<file path="src/rtl/control_sequencer_pkg.sv">
// Shared definitions for the control sequencer:
// T-state codes, class codes, bus IDs, bus field map.
package control_sequencer_pkg;

  localparam int CTRL_WIDTH = 33;
  localparam int DATA_WIDTH = 8;

  localparam logic [4:0] MID_MEM = 5'd4;
  localparam logic [4:0] SID_IR0 = 5'd0;
  localparam logic [4:0] SID_IR1 = 5'd1;
  localparam logic [4:0] ID_A    = 5'd2;
  localparam logic [4:0] MID_ALU = 5'd5;

  localparam int OFS_SID_EN = 0;
  localparam int OFS_MID_EN = 1;
  localparam int OFS_PC_INR = 2;
  localparam int OFS_AMID   = 3;
  localparam int OFS_SID    = 5;
  localparam int OFS_MID    = 10;
  localparam int OFS_ALU    = 15;

  localparam logic [2:0] CLS_NOP = 3'b000;
  localparam logic [2:0] CLS_LDA = 3'b001;
  localparam logic [2:0] CLS_STA = 3'b010;
  localparam logic [2:0] CLS_ALU = 3'b011;
  localparam logic [2:0] CLS_HLT = 3'b111;

  localparam logic [1:0] AMID_PC  = 2'd0;
  localparam logic [1:0] AMID_OPD = 2'd1;

  typedef enum logic [2:0] {
    ST_T0 = 3'd0,
    ST_T1 = 3'd1,
    ST_T2 = 3'd2,
    ST_T3 = 3'd3,
    ST_T4 = 3'd4,
    ST_D  = 3'd5,
    ST_E0 = 3'd6,
    ST_E1 = 3'd7
  } tstate_e;

  function automatic logic is_legal(
    input logic [2:0] cls
  );
    return (cls == CLS_NOP) || (cls == CLS_LDA) ||
           (cls == CLS_STA) || (cls == CLS_ALU) ||
           (cls == CLS_HLT);
  endfunction

  function automatic logic [CTRL_WIDTH-1:0] pack_bus(
    input logic [4:0] alu,
    input logic [4:0] mid,
    input logic [4:0] sid,
    input logic [1:0] amid,
    input logic       pc_inr,
    input logic       mid_en,
    input logic       sid_en
  );
    return {13'b0, alu, mid, sid, amid,
            pc_inr, mid_en, sid_en};
  endfunction

endpackage

</file>
<file path="src/rtl/control_sequencer_tstate_counter.sv">
// 3-bit falling-edge T-state counter with
// synchronous clear/hold and async active-low reset.
module tstate_counter (
  input  logic       clk,
  input  logic       rst_n,
  input  logic       clr_i,
  input  logic       hold_i,
  output logic [2:0] cnt_o
);

  logic [2:0] cnt_q;

  // clear wins over hold; otherwise count up
  always_ff @(negedge clk or negedge rst_n) begin
    if (!rst_n) begin
      cnt_q <= 3'd0;
    end else if (clr_i) begin
      cnt_q <= 3'd0;
    end else if (!hold_i) begin
      cnt_q <= cnt_q + 3'd1;
    end
  end

  assign cnt_o = cnt_q;

endmodule

</file>
<file path="src/rtl/control_sequencer.sv">
// CPU control unit: fetch, decode, execute sequencing.
// Option macro: CTRL_SEQ_SINGLE_STEP_EN adds a step input.
module control_sequencer
  import control_sequencer_pkg::*;
(
  input  logic                  clk,
  input  logic                  reset,
  input  logic [DATA_WIDTH-1:0] ir0,
  input  logic [DATA_WIDTH-1:0] ir1,
`ifdef CTRL_SEQ_SINGLE_STEP_EN
  input  logic                  step,
`endif
  output logic [CTRL_WIDTH-1:0] control_bus,
  output logic                  halt,
  output logic                  illegal_op
);

  // An instruction occupies the eight T-states
  // T0..T4, D, E0, E1. SID_EN drops as the next
  // T0 begins, so that edge is the release cycle.

  logic [2:0] cnt;
  tstate_e    st_q;
  tstate_e    st_d;
  logic       clr;
  logic       hold;
  logic       go;
  logic       halting;
  logic       live_q;
  logic       live_d;
  logic       halt_q;
  logic [2:0] cls_q;
  logic [4:0] op_q;
  logic       ill_q;
  logic [CTRL_WIDTH-1:0] bus_q;
  logic [CTRL_WIDTH-1:0] bus_d;

  logic [4:0] x_alu;
  logic [4:0] x_mid;
  logic [4:0] x_sid;
  logic [1:0] x_amid;
  logic       x_en;

  logic unused_ir1;
  assign unused_ir1 = ^ir1;

`ifdef CTRL_SEQ_SINGLE_STEP_EN
  assign go = step;
`else
  assign go = 1'b1;
`endif

  tstate_counter u_tstate (
    .clk    (clk),
    .rst_n  (reset),
    .clr_i  (clr),
    .hold_i (hold),
    .cnt_o  (cnt)
  );

  assign st_q = tstate_e'(cnt);

  // next T-state, run/halt decisions
  always_comb begin
    clr     = 1'b0;
    hold    = 1'b0;
    halting = 1'b0;
    live_d  = live_q;
    if (halt_q) begin
      hold = 1'b1;
    end else if (!live_q) begin
      hold   = 1'b1;
      live_d = go;
    end else begin
      unique case (st_q)
        ST_D: begin
          if (cls_q == CLS_HLT) begin
            clr     = 1'b1;
            halting = 1'b1;
            live_d  = 1'b0;
          end
        end
        ST_E1: begin
          clr    = 1'b1;
          live_d = go;
        end
        default: ;
      endcase
    end
    if (clr) begin
      st_d = ST_T0;
    end else if (hold) begin
      st_d = st_q;
    end else begin
      st_d = tstate_e'(cnt + 3'd1);
    end
  end

  // execute fields for the latched class
  always_comb begin
    x_alu  = 5'd0;
    x_mid  = 5'd0;
    x_sid  = 5'd0;
    x_amid = AMID_PC;
    x_en   = 1'b0;
    unique case (1'b1)
      (cls_q == CLS_LDA): begin
        x_amid = AMID_OPD;
        x_mid  = MID_MEM;
        x_sid  = ID_A;
        x_en   = 1'b1;
      end
      (cls_q == CLS_STA): begin
        x_amid = AMID_OPD;
        x_mid  = ID_A;
        x_sid  = MID_MEM;
        x_en   = 1'b1;
      end
      (cls_q == CLS_ALU): begin
        x_amid = AMID_PC;
        x_mid  = MID_ALU;
        x_sid  = ID_A;
        x_alu  = op_q;
        x_en   = 1'b1;
      end
      default: ;
    endcase
  end

  // bus image for the state being entered
  always_comb begin
    bus_d = '0;
    if (live_d) begin
      unique case (st_d)
        ST_T0: bus_d = pack_bus(5'd0, MID_MEM,
          SID_IR0, AMID_PC, 1'b0, 1'b1, 1'b0);
        ST_T1: bus_d = pack_bus(5'd0, MID_MEM,
          SID_IR0, AMID_PC, 1'b1, 1'b1, 1'b1);
        ST_T2: bus_d = pack_bus(5'd0, MID_MEM,
          SID_IR0, AMID_PC, 1'b0, 1'b1, 1'b0);
        ST_T3: bus_d = pack_bus(5'd0, MID_MEM,
          SID_IR1, AMID_PC, 1'b1, 1'b1, 1'b1);
        ST_T4: bus_d = pack_bus(5'd0, MID_MEM,
          SID_IR1, AMID_PC, 1'b0, 1'b0, 1'b0);
        ST_D:  bus_d = '0;
        ST_E0: bus_d = pack_bus(x_alu, x_mid,
          x_sid, x_amid, 1'b0, x_en, 1'b0);
        ST_E1: bus_d = pack_bus(x_alu, x_mid,
          x_sid, x_amid, 1'b0, x_en, x_en);
        default: bus_d = '0;
      endcase
    end
  end

  // falling-edge registers: run flags, IR latch, outputs
  always_ff @(negedge clk or negedge reset) begin
    if (!reset) begin
      live_q <= 1'b0;
      halt_q <= 1'b0;
      cls_q  <= CLS_NOP;
      op_q   <= 5'd0;
      ill_q  <= 1'b0;
      bus_q  <= '0;
    end else begin
      live_q <= live_d;
      halt_q <= halt_q | halting;
      if (live_d && (st_d == ST_D)) begin
        cls_q <= ir0[7:5];
        op_q  <= ir0[4:0];
      end
      ill_q <= live_d && (st_d == ST_D) &&
               !is_legal(ir0[7:5]);
      bus_q <= bus_d;
    end
  end

  assign control_bus = bus_q;
  assign halt        = halt_q;
  assign illegal_op  = ill_q;

endmodule

</file>
<file path="config.mk">
export PLATFORM = sky130hd
export DESIGN_NAME = control_sequencer
export DESIGN_NICKNAME = d
export VERILOG_FILES = /design/src/rtl/control_sequencer_pkg.sv /design/src/rtl/control_sequencer_tstate_counter.sv /design/src/rtl/control_sequencer.sv
export SDC_FILE = /design/constraint.sdc
export NUM_CORES = 1
export LEC_CHECK = 0
export CAP_MARGIN = 10
export CORE_UTILIZATION = 50
export CTS_BUF_LIST = sky130_fd_sc_hd__clkbuf_2
export DETAILED_ROUTE_END_ITERATION = 7
export PLACE_DENSITY_LB_ADDON = 0.1
export SYNTH_ARGS = -nofsm -noshare
export SYNTH_HDL_FRONTEND = slang
export SYNTH_SLANG_ARGS = --single-unit
</file>
<file path="constraint.sdc">
create_clock -name clk -period 5.5 [get_ports clk]
set_clock_uncertainty 0.2 [all_clocks]
set_input_delay 1.65 -clock clk [delete_from_list [all_inputs] [get_ports clk]]
set_output_delay 1.65 -clock clk [all_outputs]
set_load 0.005 [all_outputs]
</file>
==> impl_results.md <==
* Max Cap Viol at 0
* IO Port Bufs at 26
* Share of post-route cells with drive strength above 1 at 24.6%
* Largest net degree at the start of global routing at 30
* First DRT Iteration DRCs at 27
* Post-DP HPWL at 1.82 mm
* CP Cell Sequence: buf_2
* Setup crit end kind: output port
* Max-slew headroom at 60.4%
* Die area at 3200 um2
* Ys async rst share at 100%
* Comb power frac at 47.6%
* TritonCTS clock tree: built
* CP max-delay cell: dfrtn_1
* # diodes at 0
* Status: completed
* Setup TNS at 0 ns
* Mux contribution to synthesized area at 6.06%
* Worst-case vdd ir drop at 0.330 mV
* WS Path Type: reg2out
* CP Buf/Inv Count at 1
* RSZ-0062 raised after global routing: true
* Overflow after GRT at 0
* Synth Area per Inst at 10.9 um2
* Ports at 53
* EDFF count, synth at 0
* CP Data Required Time at 3.65 ns
* Net Switching at 0.362 mW
* Setup repair bufs after CTS at 0
* Largest family of logic cells by synthesized area: simple AND/OR/NAND/NOR gates
* Drt total wl at 2.64 mm
* Register area share after synthesis at 48.8%
* Worst-skew pair later-pin latency at 0.32 ns
* Internal power at 0.529 mW
* P&R area growth vs syn at 12.0%
* Tot Pwr at 0.892 mW
* CTS buffer count at 5
* Clk sinks at 29
* Leakage at 0.817 nW
* ANT nets after route at 0
* Initial antenna violation count at 0
* Vias in the first global route at 980
* GRT Overall Usage at 18.4%
* Area share of and/or/nand/nor cells after synthesis at 16.1%
* Worst Hold Class: reg2reg
* Mapped Cells at 137
* FP Rows at 19
* Sw Share at 40.6%
* Post-synthesis compound-gate area fraction at 13.0%
* Synth warn at 0
* Die width at 56.5 um
* Clock power frac at 11.8%
* Max Slew Vio Count at 0
* Slew at the pin closest to its max-slew limit at 0.592 ns
* Fin util at 59.9%
* Max incr delay on CP at 0.42 ns
* Final nets at 187
* Die Height at 56.5 um
* Core ar. at 2780 um2
* Ys flop type: dfrtn_1
* Drt via density at 5.23
* Residual DRC count at 0
* Vias post-DR at 1035
* Global placer's final weighted congestion at 0.892
* #FFs+latches synth at 29
* Fin Hold WS at 0.214 ns
* Clk root buf: clkbuf_2
* Crit path max fanout at 2
* Post-synthesis adder-cell area fraction at 2.52%
* CTS max path bufs at 2
* WP data arrival at 3.60 ns
* Yosys cell types at 38
* H-Tree Depth at 2
* WL/cell at 13.3 um
* Crit-path leading delay family: flip-flops
* Reg clk slew, reported paths at 0.10 ns
* Post-synthesis cell area at 1490 um2
* Final setup fails at 0
* First-pass GRT wire length at 4.42 mm
* DRT Pass-1 Iters at 4
* Flop pwr share at 40.6%
* Effective utilization at floorplan at 53.5%
* CP Launch Type: flop
* Fin. Hold Viols at 0
* Pwr dens at 535 nW/um2
* Xor/xnor cell area share of the yosys netlist at 0.589%
-- state kept, by name, summed over array words and instances (netlist names) --
name / cells
cls_q: 3
control_bus: 15
halt: 1
illegal_op: 1
live_q: 1
op_q: 5
u_tstate.cnt_o: 3
-- layer usage --
layer,GRT usage [%],vias up,wire length [um]
met1,23.1,501,1200
met4,8.36,0,42
met3,7.83,6,155
met2,27.4,30,1250
met5,0,-,0
li1,-,498,-
-- area by class of cell --
type / count / area, um2
clock buffers: 6 / 30.0
well taps: 31 / 38.8
multi-input cells: 96 / 637
repair buffers: 28 / 203
fillers: 257 / 1110
clock inverters: 2 / 10.0
flip-flops and latches: 29 / 726
inverters: 6 / 22.5
-- repair_timing --
| item | in CTS | in global routing |
|---|---|---|
| gates resized for setup | 66 | 0 |
| hold buffers | 0 | 0 |
| endpoints found under the setup margin | 17 | 2 |
| pin swaps | 0 | 0 |
-- cells by family after synthesis --
kind of cell,count (synthesis)
xor+xnor,1
compound gates,24
buf+inv,29
fa+ha+maj,3
other cells,1
simple gates,42
mux,8
flops,29
-- synth_stat cells, drive strengths merged (2+ instances only) --
master | instances | area share, %
o21ai | 5 | 1.7
or4 | 2 | 1.0
and2 | 6 | 2.5
inv | 6 | 1.5
a21o | 2 | 1.0
nor3 | 4 | 1.7
nor2 | 5 | 1.3
a31oi | 4 | 1.7
mux2 | 8 | 6.1
nor3b | 3 | 1.5
nor2b | 2 | 0.84
nand3 | 2 | 0.67
dfrtn | 29 | 49
nand2 | 11 | 2.8
nand2b | 2 | 0.84
a22oi | 2 | 1.0
buf | 23 | 11
o31ai | 3 | 1.5
ha | 3 | 2.5
-- layout by cell type, fill, tap and decap left out, types with 3 or more instances in the layout --
cell,count
o21ai_0,4
buf_2,17
nor2_1,5
nand2_1,11
nor3_1,3
dfrtn_1,29
conb_1,18
clkdlybuf4s50_1,9
a31oi_1,4
ha_1,3
clkbuf_2,6
mux2_2,8
inv_1,6
o31ai_1,3
and2_1,6
nor3b_1,3
-- metrics by stage --
step	cell area (um2)	instances	worst slack (ns)
4_1_cts	1670	198	0.0293
5_1_grt	1670	198	-0.0208
2_1_floorplan	1550	154	0.455
6_report	1670	198	0.0536
3_5_place_dp	1710	190	0.00998
3_3_place_gp	1710	190	0.00660
-- path summary, 6_finish.rpt --
check                             startpoint         endpoint  slack, ns  depth (start not counted)
max                                     halt             halt       0.05                          1
min in group asynchronous              reset  control_bus[19]       4.11                          2
max reg2reg                u_tstate.cnt_o[0]          op_q[3]       2.84                          6
max in group asynchronous              reset           live_q       0.79                          2
min reg2reg                          op_q[3]  control_bus[18]       0.21                          1
min                                  op_q[3]  control_bus[18]       0.21                          1
-- power by group through the flow --
stage	Combinational (mW)	Clock [mW]	Sequential [mW]
after global placement	0.446	0	0.363
final	0.424	0.105	0.362
after detailed placement	0.450	0	0.368
after CTS	0.426	0.108	0.363
after global routing	0.469	0.120	0.372
after floorplan	0.347	0	0.344
Power figures use the tool's default switching activity.
